## src/rtl/fwd_hazard_ctrl_if.sv

```systemverilog
// fwd_hazard_ctrl_if: ID-stage instruction info in, EX operand-mux selects and stall controls out
interface fwd_hazard_ctrl_if #(
  parameter int REG_ADDR_W = 5,
  parameter int CNT_W = 16
);
  logic id_valid;
  logic [REG_ADDR_W-1:0] id_rs;
  logic [REG_ADDR_W-1:0] id_rt;
  logic id_uses_rt;
  logic [REG_ADDR_W-1:0] id_dst;
  logic id_regwrite;
  logic id_memread;
  logic flush;
  logic fwd_a_sel1;
  logic fwd_a_sel2;
  logic fwd_b_sel1;
  logic fwd_b_sel2;
  logic stall;
  logic pc_write;
  logic ifid_write;
  logic ex_bubble;
  logic [CNT_W-1:0] stall_count;
  modport master (
    output id_valid, id_rs, id_rt, id_uses_rt, id_dst, id_regwrite, id_memread, flush,
    input fwd_a_sel1, fwd_a_sel2, fwd_b_sel1, fwd_b_sel2, stall, pc_write, ifid_write,
    ex_bubble, stall_count
  );
  modport slave (
    input id_valid, id_rs, id_rt, id_uses_rt, id_dst, id_regwrite, id_memread, flush,
    output fwd_a_sel1, fwd_a_sel2, fwd_b_sel1, fwd_b_sel2, stall, pc_write, ifid_write,
    ex_bubble, stall_count
  );
endinterface

```

## src/rtl/fwd_hazard_ctrl.sv

```systemverilog
// fwd_hazard_ctrl: EX/MEM shadow pipeline driving operand forwarding selects and one-cycle load-use stalls
module fwd_hazard_ctrl #(
  parameter int REG_ADDR_W = 5,
  parameter int CNT_W = 16
) (
  input logic clk,
  input logic reset_n,
  fwd_hazard_ctrl_if.slave bus
);
  logic ex_v, ex_rw, ex_mr, mem_v, mem_rw;
  logic [REG_ADDR_W-1:0] ex_dst, mem_dst;
  logic [1:0] sel_a, sel_b, fwd_a, fwd_b;
  logic ex_bub, stall, kill;
  logic [CNT_W-1:0] cnt;
  assign stall = bus.id_valid & ~bus.flush & ex_v & ex_mr & (ex_dst != '0) &
                 ((ex_dst == bus.id_rs) | (bus.id_uses_rt & (ex_dst == bus.id_rt)));
  assign kill = bus.flush | stall | ~bus.id_valid;
  // EX match is checked first so the newest producer wins; WB hits fall through to the register file
  assign fwd_a = (bus.id_rs == '0) ? 2'b00 :
                 (ex_v & ex_rw & (ex_dst == bus.id_rs)) ? 2'b01 :
                 (mem_v & mem_rw & (mem_dst == bus.id_rs)) ? 2'b10 : 2'b00;
  assign fwd_b = (bus.id_rt == '0) ? 2'b00 :
                 (ex_v & ex_rw & (ex_dst == bus.id_rt)) ? 2'b01 :
                 (mem_v & mem_rw & (mem_dst == bus.id_rt)) ? 2'b10 : 2'b00;
  always_ff @(posedge clk or negedge reset_n) begin
    if (!reset_n) begin
      ex_v <= 1'b0;
      ex_rw <= 1'b0;
      ex_mr <= 1'b0;
      ex_dst <= '0;
      mem_v <= 1'b0;
      mem_rw <= 1'b0;
      mem_dst <= '0;
      sel_a <= 2'b00;
      sel_b <= 2'b00;
      ex_bub <= 1'b1;
      cnt <= '0;
    end else begin
      mem_v <= ex_v;
      mem_rw <= ex_rw;
      mem_dst <= ex_dst;
      ex_v <= ~kill;
      ex_rw <= ~kill & bus.id_regwrite;
      ex_mr <= ~kill & bus.id_memread;
      ex_dst <= bus.id_dst;
      sel_a <= kill ? 2'b00 : fwd_a;
      sel_b <= kill ? 2'b00 : fwd_b;
      ex_bub <= kill;
      cnt <= cnt + CNT_W'(stall && (cnt != '1));
    end
  end
  assign {bus.fwd_a_sel1, bus.fwd_a_sel2} = sel_a;
  assign {bus.fwd_b_sel1, bus.fwd_b_sel2} = sel_b;
  assign bus.stall = stall;
  assign bus.pc_write = ~stall;
  assign bus.ifid_write = ~stall;
  assign bus.ex_bubble = ex_bub;
  assign bus.stall_count = cnt;
endmodule
```

## src/flat_wrapper.sv

```systemverilog
// flat-port wrapper written by rule: the top's interface ports become plain ports
module fwd_hazard_ctrl_flat 
#(
  parameter int REG_ADDR_W = 5,
  parameter int CNT_W = 16
)
  (clk, reset_n, bus_id_valid, bus_id_rs, bus_id_rt, bus_id_uses_rt, bus_id_dst, bus_id_regwrite, bus_id_memread, bus_flush, bus_fwd_a_sel1, bus_fwd_a_sel2, bus_fwd_b_sel1, bus_fwd_b_sel2, bus_stall, bus_pc_write, bus_ifid_write, bus_ex_bubble, bus_stall_count);
  fwd_hazard_ctrl_if #(.REG_ADDR_W(REG_ADDR_W), .CNT_W(CNT_W)) bus_i ();
  input logic clk;
  input logic reset_n;
  input wire logic [$bits(bus_i.id_valid)-1:0] bus_id_valid;
  input wire logic [$bits(bus_i.id_rs)-1:0] bus_id_rs;
  input wire logic [$bits(bus_i.id_rt)-1:0] bus_id_rt;
  input wire logic [$bits(bus_i.id_uses_rt)-1:0] bus_id_uses_rt;
  input wire logic [$bits(bus_i.id_dst)-1:0] bus_id_dst;
  input wire logic [$bits(bus_i.id_regwrite)-1:0] bus_id_regwrite;
  input wire logic [$bits(bus_i.id_memread)-1:0] bus_id_memread;
  input wire logic [$bits(bus_i.flush)-1:0] bus_flush;
  output wire logic [$bits(bus_i.fwd_a_sel1)-1:0] bus_fwd_a_sel1;
  output wire logic [$bits(bus_i.fwd_a_sel2)-1:0] bus_fwd_a_sel2;
  output wire logic [$bits(bus_i.fwd_b_sel1)-1:0] bus_fwd_b_sel1;
  output wire logic [$bits(bus_i.fwd_b_sel2)-1:0] bus_fwd_b_sel2;
  output wire logic [$bits(bus_i.stall)-1:0] bus_stall;
  output wire logic [$bits(bus_i.pc_write)-1:0] bus_pc_write;
  output wire logic [$bits(bus_i.ifid_write)-1:0] bus_ifid_write;
  output wire logic [$bits(bus_i.ex_bubble)-1:0] bus_ex_bubble;
  output wire logic [$bits(bus_i.stall_count)-1:0] bus_stall_count;
  assign bus_i.id_valid = bus_id_valid;
  assign bus_i.id_rs = bus_id_rs;
  assign bus_i.id_rt = bus_id_rt;
  assign bus_i.id_uses_rt = bus_id_uses_rt;
  assign bus_i.id_dst = bus_id_dst;
  assign bus_i.id_regwrite = bus_id_regwrite;
  assign bus_i.id_memread = bus_id_memread;
  assign bus_i.flush = bus_flush;
  assign bus_fwd_a_sel1 = bus_i.fwd_a_sel1;
  assign bus_fwd_a_sel2 = bus_i.fwd_a_sel2;
  assign bus_fwd_b_sel1 = bus_i.fwd_b_sel1;
  assign bus_fwd_b_sel2 = bus_i.fwd_b_sel2;
  assign bus_stall = bus_i.stall;
  assign bus_pc_write = bus_i.pc_write;
  assign bus_ifid_write = bus_i.ifid_write;
  assign bus_ex_bubble = bus_i.ex_bubble;
  assign bus_stall_count = bus_i.stall_count;
  fwd_hazard_ctrl #(.REG_ADDR_W(REG_ADDR_W), .CNT_W(CNT_W)) u_core (.clk(clk), .reset_n(reset_n), .bus(bus_i));
endmodule
```

## config.mk

```make
export PLATFORM = sky130hd
export DESIGN_NAME = fwd_hazard_ctrl_flat
export DESIGN_NICKNAME = d
export VERILOG_FILES = /design/src/rtl/fwd_hazard_ctrl_if.sv /design/src/rtl/fwd_hazard_ctrl.sv /design/src/flat_wrapper.sv
export SDC_FILE = /design/constraint.sdc
export NUM_CORES = 1
export LEC_CHECK = 0
export CAP_MARGIN = 10
export CORE_MARGIN = 5
export CORE_UTILIZATION = 40
export CTS_BUF_LIST = sky130_fd_sc_hd__clkbuf_4
export DETAILED_ROUTE_END_ITERATION = 10
export HOLD_SLACK_MARGIN = 0.1
export PLACE_DENSITY = 0.69
export SLEW_MARGIN = 5
export SYNTH_ARGS = -nofsm -noshare
export SYNTH_HDL_FRONTEND = slang
export SYNTH_SLANG_ARGS = --single-unit
```

## constraint.sdc

```tcl
create_clock -name clk -period 4.15 [get_ports clk]
set_input_delay 0.415 -clock clk [delete_from_list [all_inputs] [get_ports clk]]
set_output_delay 0.415 -clock clk [all_outputs]
set_load 0.01 [all_outputs]
```

== Word level (Yosys, flattened, before mapping) ==
Cells that the tools add are included.
Cells by class
  reductions and logical operators: 4
  bitwise operators: 21
  multiplexer cells: 8
  equality and inequality tests: 5
  add/sub/neg operators: 1
Operators by type and width (count)
  equality test 5 bit: 4
  adder 16 x 1 -> 16 bit: 1
  2-to-1 mux 2 bit: 8
  != test 16 bit, second input constant: 1
  AND 1 bit: 14
  logical NOT 5 bit: 2
  nonzero test 5 bit: 1
  NOT 1 bit: 4
  OR 1 bit: 3
  logical AND 1 bit: 1
Storage, ports and cells
  bits in registers: 36
  output and inout bits: 24

== Logic depth before layout (Yosys ltp) ==
  depth after elaboration: 10
  gate-level depth with buffers: 11
  mapped depth without buffers: 10

== Worst setup path before layout ==
No wires, ideal clock.
  path type: register to register
  from: register u_core.ex_dst[0]
  to: register u_core.cnt[14] (netlist: u_core.bus.stall_count[14])
  library setup time: 0.132 ns
  period minus slack after synthesis: 2.374 ns
  path slack: 1.776 ns
  buffers on the path: 1
  data arrival time: 2.242 ns
  cell stages (with the launch flop): 11
  path through: dfrtp_1 -> or4_4 -> o2111ai_2 -> o21ba_1 -> buf_6 -> o21a_1 -> ha_1 -> ha_1 -> nand2_1 -> nor3_1 -> xor2_1
On the way
  cells in the longest elaborated chain, start to end: 6
  elaborated cells on any way between the ends: 9
RTL lines
  from (decl): RTL line fwd_hazard_ctrl.sv:11  | logic [REG_ADDR_W-1:0] ex_dst, mem_dst;
  from (signal assigned): RTL line fwd_hazard_ctrl.sv:45  | ex_dst <= bus.id_dst;
  equality test 5 bit: RTL line fwd_hazard_ctrl.sv:16  | ((ex_dst == bus.id_rs) | (bus.id_uses_rt & (ex_dst == bus.id_rt)));
  AND 1 bit: RTL line fwd_hazard_ctrl.sv:16
  OR 1 bit: RTL line fwd_hazard_ctrl.sv:16
  AND 1 bit (*): RTL line fwd_hazard_ctrl.sv:15  | assign stall = bus.id_valid & ~bus.flush & ex_v & ex_mr & (ex_dst != '0) &
  named net bus_stall: RTL line flat_wrapper.sv:23  | output wire logic [$bits(bus_i.stall)-1:0] bus_stall;
  logical AND 1 bit (*): RTL line fwd_hazard_ctrl.sv:49  | cnt <= cnt + CNT_W'(stall && (cnt != '1));
  adder 16 x 1 -> 16 bit (*): RTL line fwd_hazard_ctrl.sv:49
  to (signal assigned): RTL line fwd_hazard_ctrl.sv:49
  to (decl): RTL line fwd_hazard_ctrl.sv:14  | logic [CNT_W-1:0] cnt;
Mark *: on every way through the listed nets, which the timed path passes. The rest lies on a longest branch.

== Worst setup path after layout ==
  from: input bus_id_valid
  to: output bus_stall
On the way
  cells in the longest elaborated chain, start to end: 5
RTL lines
  from (decl): RTL line flat_wrapper.sv:11  | input wire logic [$bits(bus_i.id_valid)-1:0] bus_id_valid;
  AND 1 bit (5 in series): RTL line fwd_hazard_ctrl.sv:15
  to (decl): RTL line flat_wrapper.sv:23
No other way between the ends.

==> flow_summary.json <==
{
  "hold_viol_final": 0,
  "grt_max_degree": 37,
  "holdWs_ns": 0.4413,
  "cts.clk_slew.worst_paths_ns": 0.11,
  "synth_cell_type_count": 30,
  "start_util_pct": 40.59,
  "vdd_drop_max_v": 0.0001741,
  "syn_nets": 161,
  "cts_made_buffers": 5,
  "layout-drive-gt1-share_pct": 7.979,
  "fp.dieW_um": 73.25,
  "rows": 23,
  "holdCritPathClass": "register to register",
  "fin_crit_sh_pct": 71.12,
  "cts-hold-fix-buffers": 0,
  "grt_usage_pct": 13.86,
  "clk_latency_ns": 0.34,
  "dp_hpwl_um": 2659,
  "worstPathArrival_ns": 2.54,
  "clock_path_buffers": 2,
  "via_per_inst": 4.983,
  "syn_area_per_cell_um2": 11.68,
  "antenna_cells": 0,
  "io_buffers": 45,
  "period_minus_slack_ns": 2.951,
  "skew_ns": 0.01364,
  "postCtsSetupRepairBufs": 0,
  "setup_viol": 0,
  "post_drt_wl_per_cell_um": 14.88,
  "p_leak_uw": 0.0009517,
  "antenna_found_initial": 0,
  "cp_max_fo": 9,
  "cts_sinks": 36,
  "finalSetupTns_ns": 0,
  "max_slew_margin_pct": 70.51,
  "synth-main-ff-cell": "dfrtp_1",
  "synth_area_um2": 1600,
  "wirelength_um": 3541,
  "die_height_um": 73.25,
  "status": "finished clean",
  "overflow": 0,
  "syn_inst": 137,
  "synthArstFlopShare_pct": 100.0,
  "worst_pin_slew_ns": 0.4424,
  "hold_depth": 0,
  "worst-r2r-cell-count": 10,
  "placed_cell_area_um2": 2098,
  "place_ws_ns": 1.011,
  "cts_tree": "yes",
  "end_kind": "primary output",
  "synth-seq-area-share_pct": 56.37,
  "grt_pass1_wl_um": 5658,
  "routabilityCongestion": 0.8865,
  "maxCapViolations": 0,
  "synth-seq-cells": 36,
  "drv_slew": 0,
  "rsz0062_at_grt": "false",
  "dieArea_um2": 5366,
  "fmax_mhz": 338.8,
  "ant_nets": 0,
  "htreeDepth": 2,
  "critPathKind": "input pin to primary output",
  "vias": 1186,
  "postCtsResizedCells": 0,
  "dr.pass1.iters": 4,
  "core_area_um2": 3943,
  "nets": 211,
  "worstPathRequired_ns": 3.73,
  "powerDensity_nw_per_um2": 309.2,
  "drc_errors": 0,
  "setup_slack_ns": 1.199,
  "final_cell_area_um2": 2178,
  "area_delta_synth_final_pct": 36.12,
  "ioPinCount": 46,
  "synth_warnings": 0,
  "worst_setup_path_start_kind": "input pin",
  "grt_pass1_vias": 1236,
  "synth_edf_count": 0,
  "drt_iter0_drc": 43,
  "clockRootBuffer": "clkbuf_4"
}
path summary, 6_finish.rpt:
kind | startpoint | end | slack (ns)
worst min-delay path | u_core.ex_rw | u_core.mem_rw | 0.44
worst max-delay path | bus_id_valid | bus_stall | 1.20
worst max register to register | u_core.ex_dst[1] | u_core.bus.stall_count[14] | 1.52
max in group asynchronous | reset_n | u_core.bus.ex_bubble | 3.31
min in group asynchronous | reset_n | u_core.bus.stall_count[9] | 0.49
worst min register to register | u_core.ex_rw | u_core.mem_rw | 0.44
flip-flops by register name, indices dropped and copies added (netlist names):
name / count
u_core.bus.ex_bubble: 1
u_core.bus.stall_count: 16
u_core.ex_dst: 5
u_core.ex_mr: 1
u_core.ex_rw: 1
u_core.ex_v: 1
u_core.mem_dst: 5
u_core.mem_rw: 1
u_core.mem_v: 1
u_core.sel_a: 2
u_core.sel_b: 2
final cells by class:
class | instances | area, µm²
Fill cell | 349 | 1764
Sequential cell | 36 | 902.1
Multi-Input combinational cell | 97 | 671.9
Timing Repair Buffer | 46 | 457.9
Tap cell | 50 | 62.56
Clock buffer | 6 | 45.04
Clock inverter | 2 | 35.03
Inverter | 1 | 3.754
cell families (layout without fill, tap and decap cells):
| group | count (synthesis) | after routing | share of synthesized area, % |
|---|---|---|---|
| buffers and inverters | 4 | 55 | 1.642 |
| AOI/OAI and AO/OA | 6 | 6 | 3.127 |
| adders and majority gates | 2 | 2 | 1.563 |
| DFF | 36 | 36 | 56.37 |
| and+or+nand+nor | 55 | 55 | 18.69 |
| xor gates and xnor gates | 34 | 34 | 18.61 |
where the power goes:
group / total, µW / switching (µW) / internal, µW / leakage, µW
sequential: 367 / 7.91 / 359 / 0.000473
combinational: 60.8 / 26.7 / 34.2 / 0.000433
clock: 246 / 113 / 133 / 0.0000456
total: 674 / 148 / 526 / 0.000952
metrics by stage:
step	power [µW]	utilization, %	cells
2_1_floorplan	395.2	-	137
3_3_place_gp	433.1	53.22	230
3_5_place_dp	434.6	53.22	230
4_1_cts	681.8	55.25	238
5_1_grt	700.6	55.25	238
6_report	673.6	55.25	238
routing by layer:
metal  wire, µm  GRT usage (%)  up-vias
li1           -              -      566
met3        268          5.335        9
met4         80          6.148        0
met2       1617          20.75       49
met1       1575          17.75      562
met5          0              0        -
cells in the final DEF, fill, tap and decap left out, drive strengths merged, types with 2 or more instances in the layout:
master         synthesis  routed
nand4                  4       4
clkdlybuf4s50          0      45
nand2b                 2       2
nor2                  10      10
nor4b                  2       2
and3                   4       4
nand2                 10      10
nor3                   3       3
or4                    4       4
ha                     2       2
dfrtp                 35      35
xnor2                 22      22
nand3                 12      12
xor2                  12      12
clkbuf                 1       6
critical path: stages:
cell,delay [ns]
clkdlybuf4s50_1,0.47
nor2b_1,0.38
o2111ai_2,0.20
o21ba_1,0.44
clkdlybuf4s50_1,0.63
synth_stat cells, drive strengths merged, types with 3 or more instances:
master / count / area [µm²]
nand4: 4 / 25.02
nand2: 10 / 37.54
dfrtp: 35 / 875.8
xnor2: 22 / 192.7
xor2: 12 / 105.1
and3: 4 / 25.02
nand3: 12 / 60.06
or4: 4 / 33.78
nor2: 10 / 37.54
nor3: 3 / 15.01
Note: power is estimated with default switching activity, not from simulation.
